`config.mk`:
```
export PLATFORM = sky130hd
export DESIGN_NAME = alu_result_uart_tx_flat
export DESIGN_NICKNAME = d
export VERILOG_FILES = /design/src/rtl/alu_uart_pkg.sv /design/src/rtl/alu_result_uart_tx_if.sv /design/src/rtl/uart_tx_byte.sv /design/src/rtl/alu_result_uart_tx.sv /design/src/flat_wrapper.sv
export SDC_FILE = /design/constraint.sdc
export NUM_CORES = 1
export LEC_CHECK = 0
export CAP_MARGIN = 20
export CORE_UTILIZATION = 29
export CTS_BUF_LIST = sky130_fd_sc_hd__clkbuf_8
export DETAILED_ROUTE_END_ITERATION = 8
export HOLD_SLACK_MARGIN = 0.12
export SLEW_MARGIN = 5
export SYNTH_ARGS = -nofsm -noshare
export SYNTH_HDL_FRONTEND = slang
export SYNTH_SLANG_ARGS = --single-unit
```
`constraint.sdc`:
```
create_clock -name clk -period 2.3 [get_ports clk]
set_input_delay 0.345 -clock clk [delete_from_list [all_inputs] [get_ports clk]]
set_output_delay 0.345 -clock clk [all_outputs]
set_load 0.02 [all_outputs]
```
`src/rtl/alu_uart_pkg.sv`:
```
// Shared types and constants for the ALU result UART logger.
//   uart_state_e   : bit-level serializer states
//   HDR_BASE       : upper nibble marking a record header byte
//   FRAME_BYTES    : bytes per record (header, A, B, R, checksum)
//   frame_header() : header byte built from the op code
//   frame_checksum(): XOR of the four payload bytes
package alu_uart_pkg;

   typedef enum logic [1:0] {
      IDLE      = 2'd0,
      START_BIT = 2'd1,
      DATA_BITS = 2'd2,
      STOP_BIT  = 2'd3
   } uart_state_e;

   localparam logic [7:0] HDR_BASE    = 8'hA0;
   localparam int         FRAME_BYTES = 5;
   localparam logic [2:0] LAST_BYTE   = 3'(FRAME_BYTES - 1);

   function automatic logic [7:0] frame_header(input logic [2:0] op);
      return HDR_BASE | {5'b0, op};
   endfunction

   function automatic logic [7:0] frame_checksum(input logic [7:0] hdr,
                                                 input logic [7:0] a,
                                                 input logic [7:0] b,
                                                 input logic [7:0] r);
      return hdr ^ a ^ b ^ r;
   endfunction

endpackage

```
`src/rtl/alu_result_uart_tx_if.sv`:
```
// Bundle between the ALU stage / host side and the UART logger.
//   start    : one-cycle strobe when the ALU op selector advances
//   op,a,b,r : ALU op code, operands and result for that step
//   tx       : UART serial line, idle high
//   busy     : frame in flight
//   done     : one-cycle pulse at end of a frame
//   drop_cnt : saturating count of strobes rejected while busy
// master = ALU/host side, slave = logger.
interface alu_result_uart_tx_if;
   logic       start;
   logic [2:0] op;
   logic [7:0] a;
   logic [7:0] b;
   logic [7:0] r;
   logic       tx;
   logic       busy;
   logic       done;
   logic [7:0] drop_cnt;

   modport master (
      output start, op, a, b, r,
      input  tx, busy, done, drop_cnt
   );

   modport slave (
      input  start, op, a, b, r,
      output tx, busy, done, drop_cnt
   );
endinterface

```
`src/rtl/uart_tx_byte.sv`:
```
// 8N1 bit serializer, LSB first, CLKS_PER_BIT clocks per bit.
//   clk, rst_n : clock, async active-low reset
//   load, data : byte to send; taken when idle or in the last cycle of a
//                stop bit, so consecutive bytes run with no idle gap
//   tx         : registered serial output, idle high
//   byte_done  : high during the final cycle of the stop bit
//
// state     | meaning
// IDLE      | line high, waiting for load
// START_BIT | line low for one bit time
// DATA_BITS | shifting data bits 0..7
// STOP_BIT  | line high for one bit time
module uart_tx_byte
   import alu_uart_pkg::*;
#(
   parameter int CLKS_PER_BIT = 868
) (
   input  logic       clk,
   input  logic       rst_n,
   input  logic       load,
   input  logic [7:0] data,
   output logic       tx,
   output logic       byte_done
);

   localparam int             TW     = $clog2(CLKS_PER_BIT);
   localparam logic [TW-1:0]  T_LAST = TW'(CLKS_PER_BIT - 1);

   uart_state_e   state_q, state_d;
   logic [TW-1:0] timer_q, timer_d;
   logic [2:0]    bit_idx_q, bit_idx_d;
   logic [7:0]    shift_q, shift_d;
   logic          tx_q, tx_d;
   logic          bit_end;
   logic          take;
   logic [2:0]    bit_nxt;

   assign bit_end   = (timer_q == T_LAST);
   assign byte_done = (state_q == STOP_BIT) && bit_end;
   assign take      = load && ((state_q == IDLE) || byte_done);
   assign bit_nxt   = bit_idx_q + 3'd1;
   assign tx        = tx_q;

   always_ff @(posedge clk or negedge rst_n) begin
      if (!rst_n) begin
         state_q   <= IDLE;
         timer_q   <= '0;
         bit_idx_q <= '0;
         shift_q   <= '0;
         tx_q      <= 1'b1;
      end else begin
         state_q   <= state_d;
         timer_q   <= timer_d;
         bit_idx_q <= bit_idx_d;
         shift_q   <= shift_d;
         tx_q      <= tx_d;
      end
   end

   // tx is computed from the next state so the pin changes on the same
   // edge as the state register.
   always_comb begin
      state_d   = state_q;
      timer_d   = timer_q;
      bit_idx_d = bit_idx_q;
      shift_d   = shift_q;
      tx_d      = tx_q;
      if (take) begin
         state_d = START_BIT;
         timer_d = '0;
         shift_d = data;
         tx_d    = 1'b0;
      end else begin
         case (state_q)
            IDLE: begin
               timer_d = '0;
               tx_d    = 1'b1;
            end
            START_BIT: begin
               if (bit_end) begin
                  state_d   = DATA_BITS;
                  timer_d   = '0;
                  bit_idx_d = 3'd0;
                  tx_d      = shift_q[0];
               end else begin
                  timer_d = timer_q + 1'b1;
               end
            end
            DATA_BITS: begin
               if (bit_end) begin
                  timer_d = '0;
                  if (bit_idx_q == 3'd7) begin
                     state_d = STOP_BIT;
                     tx_d    = 1'b1;
                  end else begin
                     bit_idx_d = bit_nxt;
                     tx_d      = shift_q[bit_nxt];
                  end
               end else begin
                  timer_d = timer_q + 1'b1;
               end
            end
            STOP_BIT: begin
               if (bit_end) begin
                  state_d = IDLE;
                  timer_d = '0;
                  tx_d    = 1'b1;
               end else begin
                  timer_d = timer_q + 1'b1;
               end
            end
            default: begin
               state_d = IDLE;
               tx_d    = 1'b1;
            end
         endcase
      end
   end

endmodule

```
`src/rtl/alu_result_uart_tx.sv`:
```
// Logs each ALU step as a 5-byte UART record: header (A0|op), A, B, R,
// XOR checksum. The step is snapshotted on the accepted start strobe.
//   clk, rst_n : clock, async active-low reset
//   bus        : slave side of alu_result_uart_tx_if (start/op/a/b/r in,
//                tx/busy/done/drop_cnt out)
//   CLKS_PER_BIT : clocks per UART bit, >= 2
module alu_result_uart_tx
   import alu_uart_pkg::*;
#(
   parameter int CLKS_PER_BIT = 868
) (
   input  logic                 clk,
   input  logic                 rst_n,
   alu_result_uart_tx_if.slave  bus
);

   logic       busy_q;
   logic       done_q;
   logic [7:0] drop_q;
   logic [2:0] byte_idx_q;
   logic [7:0] hdr_q, a_q, b_q, r_q;
   logic       accept;
   logic       byte_done;
   logic       more_bytes;
   logic       load;
   logic [7:0] load_data;
   logic [7:0] next_byte;
   logic       tx_ser;

   assign accept     = bus.start && !busy_q;
   assign more_bytes = (byte_idx_q < LAST_BYTE);
   assign load       = accept || (byte_done && more_bytes);

   // The header goes straight from the inputs on the accepting cycle; the
   // remaining bytes come from the snapshot taken on that same edge.
   always_comb begin
      next_byte = frame_checksum(hdr_q, a_q, b_q, r_q);
      case (byte_idx_q)
         3'd0:    next_byte = a_q;
         3'd1:    next_byte = b_q;
         3'd2:    next_byte = r_q;
         default: next_byte = frame_checksum(hdr_q, a_q, b_q, r_q);
      endcase
      load_data = accept ? frame_header(bus.op) : next_byte;
   end

   uart_tx_byte #(
      .CLKS_PER_BIT (CLKS_PER_BIT)
   ) u_ser (
      .clk       (clk),
      .rst_n     (rst_n),
      .load      (load),
      .data      (load_data),
      .tx        (tx_ser),
      .byte_done (byte_done)
   );

   always_ff @(posedge clk or negedge rst_n) begin
      if (!rst_n) begin
         busy_q     <= 1'b0;
         done_q     <= 1'b0;
         byte_idx_q <= '0;
         hdr_q      <= '0;
         a_q        <= '0;
         b_q        <= '0;
         r_q        <= '0;
      end else begin
         done_q <= 1'b0;
         if (accept) begin
            hdr_q      <= frame_header(bus.op);
            a_q        <= bus.a;
            b_q        <= bus.b;
            r_q        <= bus.r;
            byte_idx_q <= '0;
            busy_q     <= 1'b1;
         end else if (byte_done) begin
            if (more_bytes) begin
               byte_idx_q <= byte_idx_q + 3'd1;
            end else begin
               busy_q <= 1'b0;
               done_q <= 1'b1;
            end
         end
      end
   end

   always_ff @(posedge clk or negedge rst_n) begin
      if (!rst_n) begin
         drop_q <= '0;
      end else if (bus.start && busy_q && (drop_q != 8'hFF)) begin
         drop_q <= drop_q + 8'd1;
      end
   end

   assign bus.tx       = tx_ser;
   assign bus.busy     = busy_q;
   assign bus.done     = done_q;
   assign bus.drop_cnt = drop_q;

endmodule

```
`src/flat_wrapper.sv`:
```
// flat-port wrapper written by rule: the top's interface ports become plain ports
module alu_result_uart_tx_flat import alu_uart_pkg::*;
#(
   parameter int CLKS_PER_BIT = 868
)
  (clk, rst_n, bus_start, bus_op, bus_a, bus_b, bus_r, bus_tx, bus_busy, bus_done, bus_drop_cnt);
  alu_result_uart_tx_if bus_i ();
  input  logic clk;
  input  logic rst_n;
  input wire logic [$bits(bus_i.start)-1:0] bus_start;
  input wire logic [$bits(bus_i.op)-1:0] bus_op;
  input wire logic [$bits(bus_i.a)-1:0] bus_a;
  input wire logic [$bits(bus_i.b)-1:0] bus_b;
  input wire logic [$bits(bus_i.r)-1:0] bus_r;
  output wire logic [$bits(bus_i.tx)-1:0] bus_tx;
  output wire logic [$bits(bus_i.busy)-1:0] bus_busy;
  output wire logic [$bits(bus_i.done)-1:0] bus_done;
  output wire logic [$bits(bus_i.drop_cnt)-1:0] bus_drop_cnt;
  assign bus_i.start = bus_start;
  assign bus_i.op = bus_op;
  assign bus_i.a = bus_a;
  assign bus_i.b = bus_b;
  assign bus_i.r = bus_r;
  assign bus_tx = bus_i.tx;
  assign bus_busy = bus_i.busy;
  assign bus_done = bus_i.done;
  assign bus_drop_cnt = bus_i.drop_cnt;
  alu_result_uart_tx #(.CLKS_PER_BIT(CLKS_PER_BIT)) u_core (.clk(clk), .rst_n(rst_n), .bus(bus_i));
endmodule
```
# Word-level counts from Yosys, hierarchy flattened
# Cells that the tools add are included.
[word_totals]
output_inout_bits = 11
ff_bits = 65
word_cells = 92
[op_classes]
n_lt_le_gt_ge = 2
n_reduce_logical = 21
mux = 32
n_bitwise = 4
n_eq_ne = 16
add_sub_neg = 4
[ops]
columns = ["cell", "n"]
rows = [
  ["case mux 8 bit (3 select lines)", 1],
  ["bitwise XOR 8 bit", 3],
  ["two-way mux 10 bit", 2],
  ["case mux 10 bit (2 select lines)", 1],
  ["two-way mux 3 bit", 6],
  ["two-way mux 1 bit", 12],
  ["inequality test 3 bit, second input constant", 4],
  ["adder 10 x 1 -> 10 bit, second input constant", 1],
  ["equality test 10 bit, second input constant", 1],
  ["two-way mux 2 bit", 5],
  ["AND reduction 5 bit", 2],
  ["adder 8 x 1 -> 8 bit, second input constant", 1],
  ["two-way mux 8 bit", 1],
  ["inequality test 8 bit, second input constant", 1],
  ["adder 3 x 1 -> 3 bit, second input constant", 2],
  ["logical AND 1 bit", 6],
  ["inequality test 2 bit, second input constant", 3],
  ["case mux 2 bit (3 select lines)", 1],
  ["case mux 3 bit (2 select lines)", 1],
  ["nonzero test 2 bit", 3],
  ["equality test 2 bit, second input constant", 2],
  ["less-than comparator 3 x 4 -> 1 bit, second input constant", 1],
  ["case mux 1 bit (4 select lines)", 1],
  ["AND reduction 2 bit", 2],
  ["15 further kinds", 16],
]

# Logic depth before layout (Yosys ltp)
# Gate-level depths: netlist (run 1).
[depth]
word_depth = 7
ltp_mapped = 8
ltp_nobuf = 7

# By module
# A second synthesis (run 1) with hierarchy kept.
[hier_totals]
cells_unflattened = 367
area_unflattened_um2 = 3485.8
[by_module_without_submodules]
columns = ["module", "area_each_um2", "n_inst", "seq_area_each_um2", "cells_each"]
rows = [
  ["alu_result_uart_tx", 2099.5, 1, 1026.0, 234],
  ["uart_tx_byte", 1386.3, 1, 601.8, 133],
]

# Worst setup path before layout (run 1)
# Ideal clock, no wire load.
[synth_path]
path_type = "flip-flop to flip-flop"
start = "register u_core.u_ser.timer_q[0]"
end = "register u_core.u_ser.bit_idx_q[0]"
stages_incl_launch_ff = 7
synth_period_minus_slack_ns = 1.924
path_slack_ns = 0.376
required_time_ns = 2.175
arrival_time_ns = 1.798
path_cell_list = "dfrtp_1 -> ha_1 -> or3b_1 -> nor4_4 -> nand3_1 -> a21oi_2 -> mux2_4"
[synth_between]
elab_chain_len = 7
elab_cells_between_ends = 10
cone_classes = "eq/ne: 3; bitwise: 1; reduce/logical: 6"
[synth_lines]
columns = ["element", "line", "source"]
rows = [
  ["from (decl)", "uart_tx_byte.sv:30", "logic [TW-1:0] timer_q, timer_d;"],
  ["from (signal assigned)", "uart_tx_byte.sv:53", "timer_q <= timer_d;"],
  ["equality test 10 bit (*)", "uart_tx_byte.sv:38", "assign bit_end = (timer_q == T_LAST);"],
  ["logical AND 1 bit", "uart_tx_byte.sv:39", "assign byte_done = (state_q == STOP_BIT) && bit_end;"],
  ["logical AND 1 bit", "alu_result_uart_tx.sv:32", "assign load = accept || (byte_done && more_bytes);"],
  ["logical OR 1 bit", "alu_result_uart_tx.sv:32", ""],
  ["logical AND 1 bit", "uart_tx_byte.sv:40", "assign take = load && ((state_q == IDLE) || byte_done);"],
  ["inverter 1 bit (no source line)", "n/a", ""],
  ["AND reduction 5 bit (no source line) (*)", "n/a", ""],
  ["to (signal assigned)", "uart_tx_byte.sv:54", "bit_idx_q <= bit_idx_d;"],
  ["to (decl)", "uart_tx_byte.sv:31", "logic [2:0] bit_idx_q, bit_idx_d;"],
]
# Every way passes the cells marked *; elsewhere a longest branch is shown, timed or not.
# A chain may end at the register's enable or synchronous reset.

# Worst setup path after layout (run 1)
# Ends and elaborated chain as after synthesis.

==> out/metrics.yaml, run 1 <==
global_route:
  grt_usage_pct: 12.7
  grt_pass1_vias: 2528
  overflow: 0
  grt_max_degree: 39
  antenna_found_initial: 0
  grt_pass1_wl_microns: 11800
cts:
  clkTransAtPathRegs_ps: 70
  clock-sinks: 65
  cts_root_buffer: "clkbuf_8"
  cts_buffer_depth: 2
  clkLatencyLatePin_ps: 330
  htreeDepth: 3
  cts_buffers: 9
  cts_tree: "yes"
floorplan:
  die-area_sq_um: 11900
  start_util_pct: 30.2
  top_level_ports: 41
  die_y_microns: 109
  chipWidth_microns: 109
  floorplan.core_area_sq_um: 11000
  rows: 38
cells_and_area:
  nNetsFinal: 451
  stdcell_count: 550
  design_area_sq_um: 4110
  antennaDiodeCount: 0
  area_growth_pct: 23.5
  final_util_pct: 37.3
  drive_gt1_share_pct: 8.54
  fillers: 1125
synth:
  async_flop_share_pct: 100
  synth_most_common_cell: "nand2_1"
  synth_area_leaders: "dfrtp_1 48%, nand2_1 11%, xnor2_1 6.3%"
  ys_top_cells_by_count: "100 x nand2_1, 64 x dfrtp_1, 24 x xnor2_1, 23 x nor2_1, 17 x o21ai_0"
  yosysTopAreaCellShare_pct: 48.1
  synth_edf_count: 0
  yosysUniqueCellTypes: 44
  synth_warnings: 0
  syn-num-nets: 403
  netlist_area_sq_um: 3330
  synth_flop_cell: "dfrtp_1"
  yosys.area.top_type: "dfrtp_1"
  synthCells: 360
  syn_area_per_cell_sq_um: 9.25
  ys_ff_latch: 65
  seq_area_frac_synth_pct: 48.9
routing:
  ant_nets: 0
  first_pass_iters: 5
  routedWlPerCell_microns: 12.5
  vias: 2577
  drc_errors: 0
  wl_microns: 6880
  routed_via_density: 4.69
  drtIter0Drc: 166
setup_path:
  r2r_slack_ps: 100
  cp_max_fo: 8
  worst-setup-path-type: "reg2reg"
  cp_data_arrival_time_ps: 2420
  reg2regPathDepth: 7
  endpoint_kind: "flop"
  rr_endpoint: "u_core.u_ser.bit_idx_q[0]"
  worst_ep_required_time_ps: 2520
  critPathLaunchType: "flop"
  regToRegStartpoint: "u_core.u_ser.timer_q[0]"
  startpoint: "u_core.u_ser.timer_q[0]"
hold_path:
  worstHoldPathCells: 2
  holdCritPathClass: "reg2reg"
  hp-start: "u_core.u_ser.shift_q[1]"
  min_to: "u_core.u_ser.shift_q[1]"
timing:
  finalCriticalPeriod_ps: 2200
  fin_tns_setup_ps: 0
  finClkSkew_ps: 4.58
  hold_violations: 0
  fin_crit_sh_pct: 95.5
  worstMarginPinSlew_ps: 649
  clock.fmax_mhz: 455
  slew-limit-headroom_pct: 56.7
  setup_viol: 0
  slew_violations: 0
  rsz0062_at_grt: "false"
run_status:
  outcome: "complete, no violations"
placement:
  gp_congestion: 0.740
  dpl_cell_area_sq_um: 3910
  dpl.cell_count: 534
  hpwl_microns: 4830
  port_buffers: 40
power_and_ir_drop:
  swShare_pct: 27.4
  p_leak_nw: 1.82
  combPwrFrac_pct: 17.7
  ir_worst_vdd_mv: 0.240
  power_switching_w: 0.000732
  power.internal_w: 0.00193
  power_per_cell_area_nw_per_um2: 648
  clock_power_share_pct: 32.5
  p_seq_share_pct: 49.8
flow_run:
  maxCapViolCount: 0
==> power groups by stage <==
stage          Sequential, W  Clock (W)  Combinational (W)
2_1_floorplan        0.00140          0           0.000187
3_3_place_gp         0.00135          0           0.000471
3_5_place_dp         0.00135          0           0.000476
4_1_cts              0.00133   0.000895           0.000480
5_1_grt              0.00135   0.000937           0.000518
6_report             0.00133   0.000865           0.000473
==> cells by family after synthesis <==
group,after synthesis,synth area share [%]
simple gates,163,21.5
compound gates,52,10.2
fa+ha+maj,13,4.88
buf+inv,27,3.27
mux,6,2.33
flops,65,48.9
xor+xnor,34,8.94
==> final cells by class <==
cell class / instances / area, sq um / share of cell area, %
clock buffers: 12 / 165 / 4.02
clock inverters: 1 / 3.75 / 0.0913
inverters: 11 / 41.3 / 1.00
multi-input cells: 268 / 1600 / 39.0
flip-flops and latches: 65 / 1630 / 39.6
well taps: 140 / 175 / 4.26
repair buffers: 53 / 495 / 12.0
==> registers in the layout (all words and copies together) (netlist names) <==
register	count
u_core.a_q	8
u_core.b_q	8
u_core.bus.busy	1
u_core.bus.done	1
u_core.bus.drop_cnt	8
u_core.byte_idx_q	3
u_core.hdr_q	4
u_core.r_q	8
u_core.u_ser.bit_idx_q	3
u_core.u_ser.shift_q	8
u_core.u_ser.state_q	2
u_core.u_ser.timer_q	10
u_core.u_ser.tx	1
==> per-layer routing <==
metal	global-route usage, %	wire, microns
met1	17.2	3320
met5	0	0
met3	3.29	269
met2	19.7	3180
met4	4.38	113
==> worst max-delay path, cell delays in order (launching register included) <==
cell and delay (ps):
dfrtp_1 390, ha_1 230, or3b_1 400, nor4_4 220
buf_4 190, a32o_2 290, a21oi_2 70, mux2_4 290
==> through the flow <==
| step | hold slack (ps) | total power [W] | worst slack, ps |
|---|---|---|---|
| 6_report | 480 | 0.00267 | 103 |
| 3_5_place_dp | 412 | 0.00183 | 26.4 |
| 3_3_place_gp | 416 | 0.00182 | 107 |
| 4_1_cts | 487 | 0.00270 | 34.8 |
| 2_1_floorplan | 49.4 | 0.00158 | 376 |
| 5_1_grt | 512 | 0.00280 | 12.5 |
==> layout by cell type (no fill, tap or decap), types with 8 or more instances in the layout <==
master / instances
ha_1: 13
inv_1: 12
a21oi_1: 8
clkdlybuf4s50_1: 39
nor2_1: 23
o21ai_0: 17
xnor2_1: 24
xor2_1: 10
buf_4: 12
nand3_1: 12
dfrtp_1: 64
clkbuf_8: 12
nand2_1: 100
==> worst max path at each step <==
stage                                      endpoint  slack [ps]  depth (start not counted)
after floorplan           u_core.u_ser.bit_idx_q[0]         380                          6
after global placement    u_core.u_ser.bit_idx_q[0]         110                          6
after detailed placement    u_core.u_ser.shift_q[0]          30                          6
after CTS                   u_core.u_ser.shift_q[0]          30                          6
after global routing      u_core.u_ser.bit_idx_q[0]          10                          7
final                     u_core.u_ser.bit_idx_q[0]         100                          7
==> timing repair <==
action                                 in CTS  in global routing
hold buffers                                1                  0
setup buffers                               0                  2
setup endpoints to repair                   0                 11
endpoints found under the hold margin      26                  0
resized for setup                           0                  1
No activity file was read; power rests on OpenSTA's default activity.
==> run 2, diff against run 1 <==
Settings changed: ABC_AREA from default to 1.
==> out/metrics.yaml, run 2 <==
synth:
  synth_warnings: 0  # unchanged
  synthCells: 420  # +17%
  yosysTopAreaCellShare_pct: 46.6  # -1.4 points
  yosys.area.top_type: "dfrtp_1"
  synth_flop_cell: "dfrtp_1"
  syn_area_per_cell_sq_um: 8.17  # -12%
  seq_area_frac_synth_pct: 47.4  # -1.5 points
  yosysUniqueCellTypes: 38  # -14%
  ys_ff_latch: 65  # unchanged
  synth_area_leaders: "dfrtp_1 47%, nand2_1 16%, ha_1 4.7%"
  syn-num-nets: 463  # +15%
  netlist_area_sq_um: 3430  # +3.1%
  synth_edf_count: 0  # unchanged
  synth_most_common_cell: "nand2_1"
  ys_top_cells_by_count: "149 x nand2_1, 64 x dfrtp_1, 40 x inv_1, 25 x o21ai_0, 21 x nor2_1"
  async_flop_share_pct: 100  # unchanged
setup_path:
  endpoint_kind: "output pin"
  crit_family: "buffers and inverters"
  reg2regPathDepth: 9  # +2
  critPathLaunchType: "flop"
  cp_data_arrival_time_ps: 1470  # -950 ps
  cp_max_fo: 2  # -6
  max_stage_delay_ps: 600  # +200 ps
  worst_ep_required_time_ps: 1960  # -560 ps
  worst-setup-path-type: "reg2out"
  path_buf_inv: 1  # unchanged
  cp_slowest_cell: "clkdlybuf4s50_1"
  cp.depth: 1  # -6
  crit_chain: "clkdlybuf4s50_1"
global_route:
  overflow: 0  # unchanged
  grt_pass1_vias: 2800  # +11%
  grt_max_degree: 66  # +69%
  antenna_found_initial: 0  # unchanged
  grt_usage_pct: 12.6  # -0.093 points
  grt_pass1_wl_microns: 12700  # +7.1%
power_and_ir_drop:
  p_leak_nw: 2.04  # +12%
  clock_power_share_pct: 31.2  # -1.3 points
  power_switching_w: 0.000912  # +25%
  swShare_pct: 30.2  # +2.8 points
  power_w: 0.00302  # +13%
  power_per_cell_area_nw_per_um2: 719  # +11%
  ir_worst_vdd_mv: 0.414  # +73%
  power.internal_w: 0.00211  # +9.0%
  combPwrFrac_pct: 22.6  # +4.9 points
  p_seq_share_pct: 46.2  # -3.6 points
timing:
  slew_violations: 0  # unchanged
  clock.fmax_mhz: 550  # +21%
  finClkSkew_ps: 7.35  # +2.77 ps
  hold_violations: 0  # unchanged
  fin_crit_sh_pct: 79.0  # -16 points
  finalCriticalPeriod_ps: 1820  # -379 ps
  rsz0062_at_grt: "false"
  layout_setup_ws_ps: 482  # +379 ps
  worstMarginPinSlew_ps: 388  # -261 ps
  slew-limit-headroom_pct: 73.9  # +17 points
  fin_tns_setup_ps: 0  # unchanged
  setup_viol: 0  # unchanged
routing:
  vias: 2780  # +7.9%
  dr_wl_met2_microns: 3250  # +2.3%
  wl_met1_microns: 3290  # -0.81%
  routed_via_density: 4.52  # -3.5%
  ant_nets: 0  # unchanged
  drc_errors: 0  # unchanged
  wl_microns: 6970  # +1.4%
  routedWlPerCell_microns: 11.3  # -9.3%
  drtIter0Drc: 135  # -19%
  top_layer: "met4"
  first_pass_iters: 4  # -1
  met3_length_microns: 291  # +8.2%
hold_path:
  worstHoldPathCells: 2  # unchanged
  holdCritPathClass: "reg2reg"
cells_and_area:
  nNetsFinal: 510  # +13%
  regMostFlops: "u_core.u_ser.timer_q"
  stdcell_count: 615  # +12%
  layout_common_cells: "149 x nand2_1, 64 x dfrtp_1, 43 x inv_1, 39 x clkdlybuf4s50_1, 25 x o21ai_0"
  area_growth_pct: 22.4
  largest_reg_flops: 10  # unchanged
  antennaDiodeCount: 0  # unchanged
  drive_gt1_share_pct: 8.05  # -0.49 points
  layout_commonest_cell: "nand2_1"
floorplan:
  die-area_sq_um: 12300  # +3.0%
  floorplan.core_area_sq_um: 11500  # +4.0%
  chipWidth_microns: 111  # +1.5%
  rows: 39  # +2.6%
  top_level_ports: 41  # unchanged
  die_y_microns: 111  # +1.5%
  start_util_pct: 29.9  # -0.26 points
placement:
  place_ws_ps: 512  # +486 ps
  port_buffers: 40  # unchanged
  hpwl_microns: 5050  # +4.7%
  dpl.cell_count: 598  # +12%
  gp_congestion: 0.813  # +9.9%
cts:
  cts_buffer_depth: 2  # unchanged
  htreeDepth: 3  # unchanged
  cts_root_buffer: "clkbuf_8"
  clkTransAtPathRegs_ps: 70  # about the same
  cts_buffers: 9  # unchanged
  cts_tree: "yes"
  clock-sinks: 65  # unchanged
  clkLatencyLatePin_ps: 340  # about the same
  post-cts-setup-buffers: 0  # unchanged
run_status:
  outcome: "complete, no violations"
flow_run:
  maxCapViolCount: 0  # unchanged
run 2: cell types whose count changed after synthesis, sizes merged, moves of 4 or more:
cell	delta
nand2	+53
inv	+31
o21ai	+9
nand3	+8
xnor2	-8
clkbuf	-6
a22oi	-5
nand2b	-5
a21oi	+4
a222oi	-4
mux2i	-4
nor2b	-4
run 2: layer usage:
metal,vias up,track usage [%]
li1,1425,-
met1,1276,15.8
met2,62,19.4
met3,17,4.26
met4,0,6.40
met5,-,0
run 2: layout make-up:
type / count / area, sq um
multi-input combinational: 304 / 1600
inverter: 43 / 163
clock inverter: 6 / 51.3
clock buffer: 10 / 138
sequential: 65 / 1630
tap: 143 / 179
fill: 1152 / 7260
timing repair buffer: 44 / 440
run 2: cell families (layout without fill, tap and decap cells):
logic type                 Yosys count  in the layout  synth area share (%)
adders and majority gates           13             13                  4.74
xor gates and xnor gates            24             24                  6.12
and+or+nand+nor                    215            215                  26.8
buffers and inverters               51            103                  5.87
DFF                                 65             65                  47.4
AOI/OAI and AO/OA                   52             52                  9.07
run 2: power by group through the flow:
stage	Sequential [W]	Clock [W]	Combinational (W)
after global routing	0.00142	0.00104	0.000764
after floorplan	0.00145	0	0.000362
after CTS	0.00140	0.000978	0.000689
final	0.00140	0.000943	0.000682
after detailed placement	0.00142	0	0.000684
after global placement	0.00141	0	0.000680
run 2: path summary, 6_finish.rpt:
path / slack (ps) / startpoint / to
setup / recovery: 480 / u_core.u_ser.tx / bus_tx
hold / removal: 490 / u_core.u_ser.shift_q[1] / u_core.u_ser.shift_q[1]
setup reg to reg: 540 / u_core.u_ser.state_q[0] / u_core.u_ser.state_q[0]
hold reg to reg: 490 / u_core.u_ser.shift_q[1] / u_core.u_ser.shift_q[1]
max in group asynchronous: 1460 / rst_n / u_core.u_ser.tx
min in group asynchronous: 530 / rst_n / u_core.u_ser.bit_idx_q[2]
run 2: metrics by stage:
step | util, % | instance area (sq um) | hold slack (ps)
after floorplan | - | 3430 | 49.4
after global placement | 34.9 | 4000 | 398
after detailed placement | 34.9 | 4000 | 398
after CTS | 36.7 | 4200 | 489
after global routing | 36.7 | 4200 | 515
final | 36.7 | 4200 | 493
run 2: worst reg2reg max path, stage by stage (launching register included):
cell	delay, ps
dfrtp_1	420
inv_1	100
ha_1	290
or3_1	360
nand2_1	120
nand3_1	100
nand2_1	100
inv_1	40
nand3_1	70
nand2_1	50
run 2: repair_timing:
item,4_1_cts,5_1_grt
hold endpoints to repair,64,0
hold buffers,1,0
setup endpoints to repair,0,0
gates resized for setup,0,0
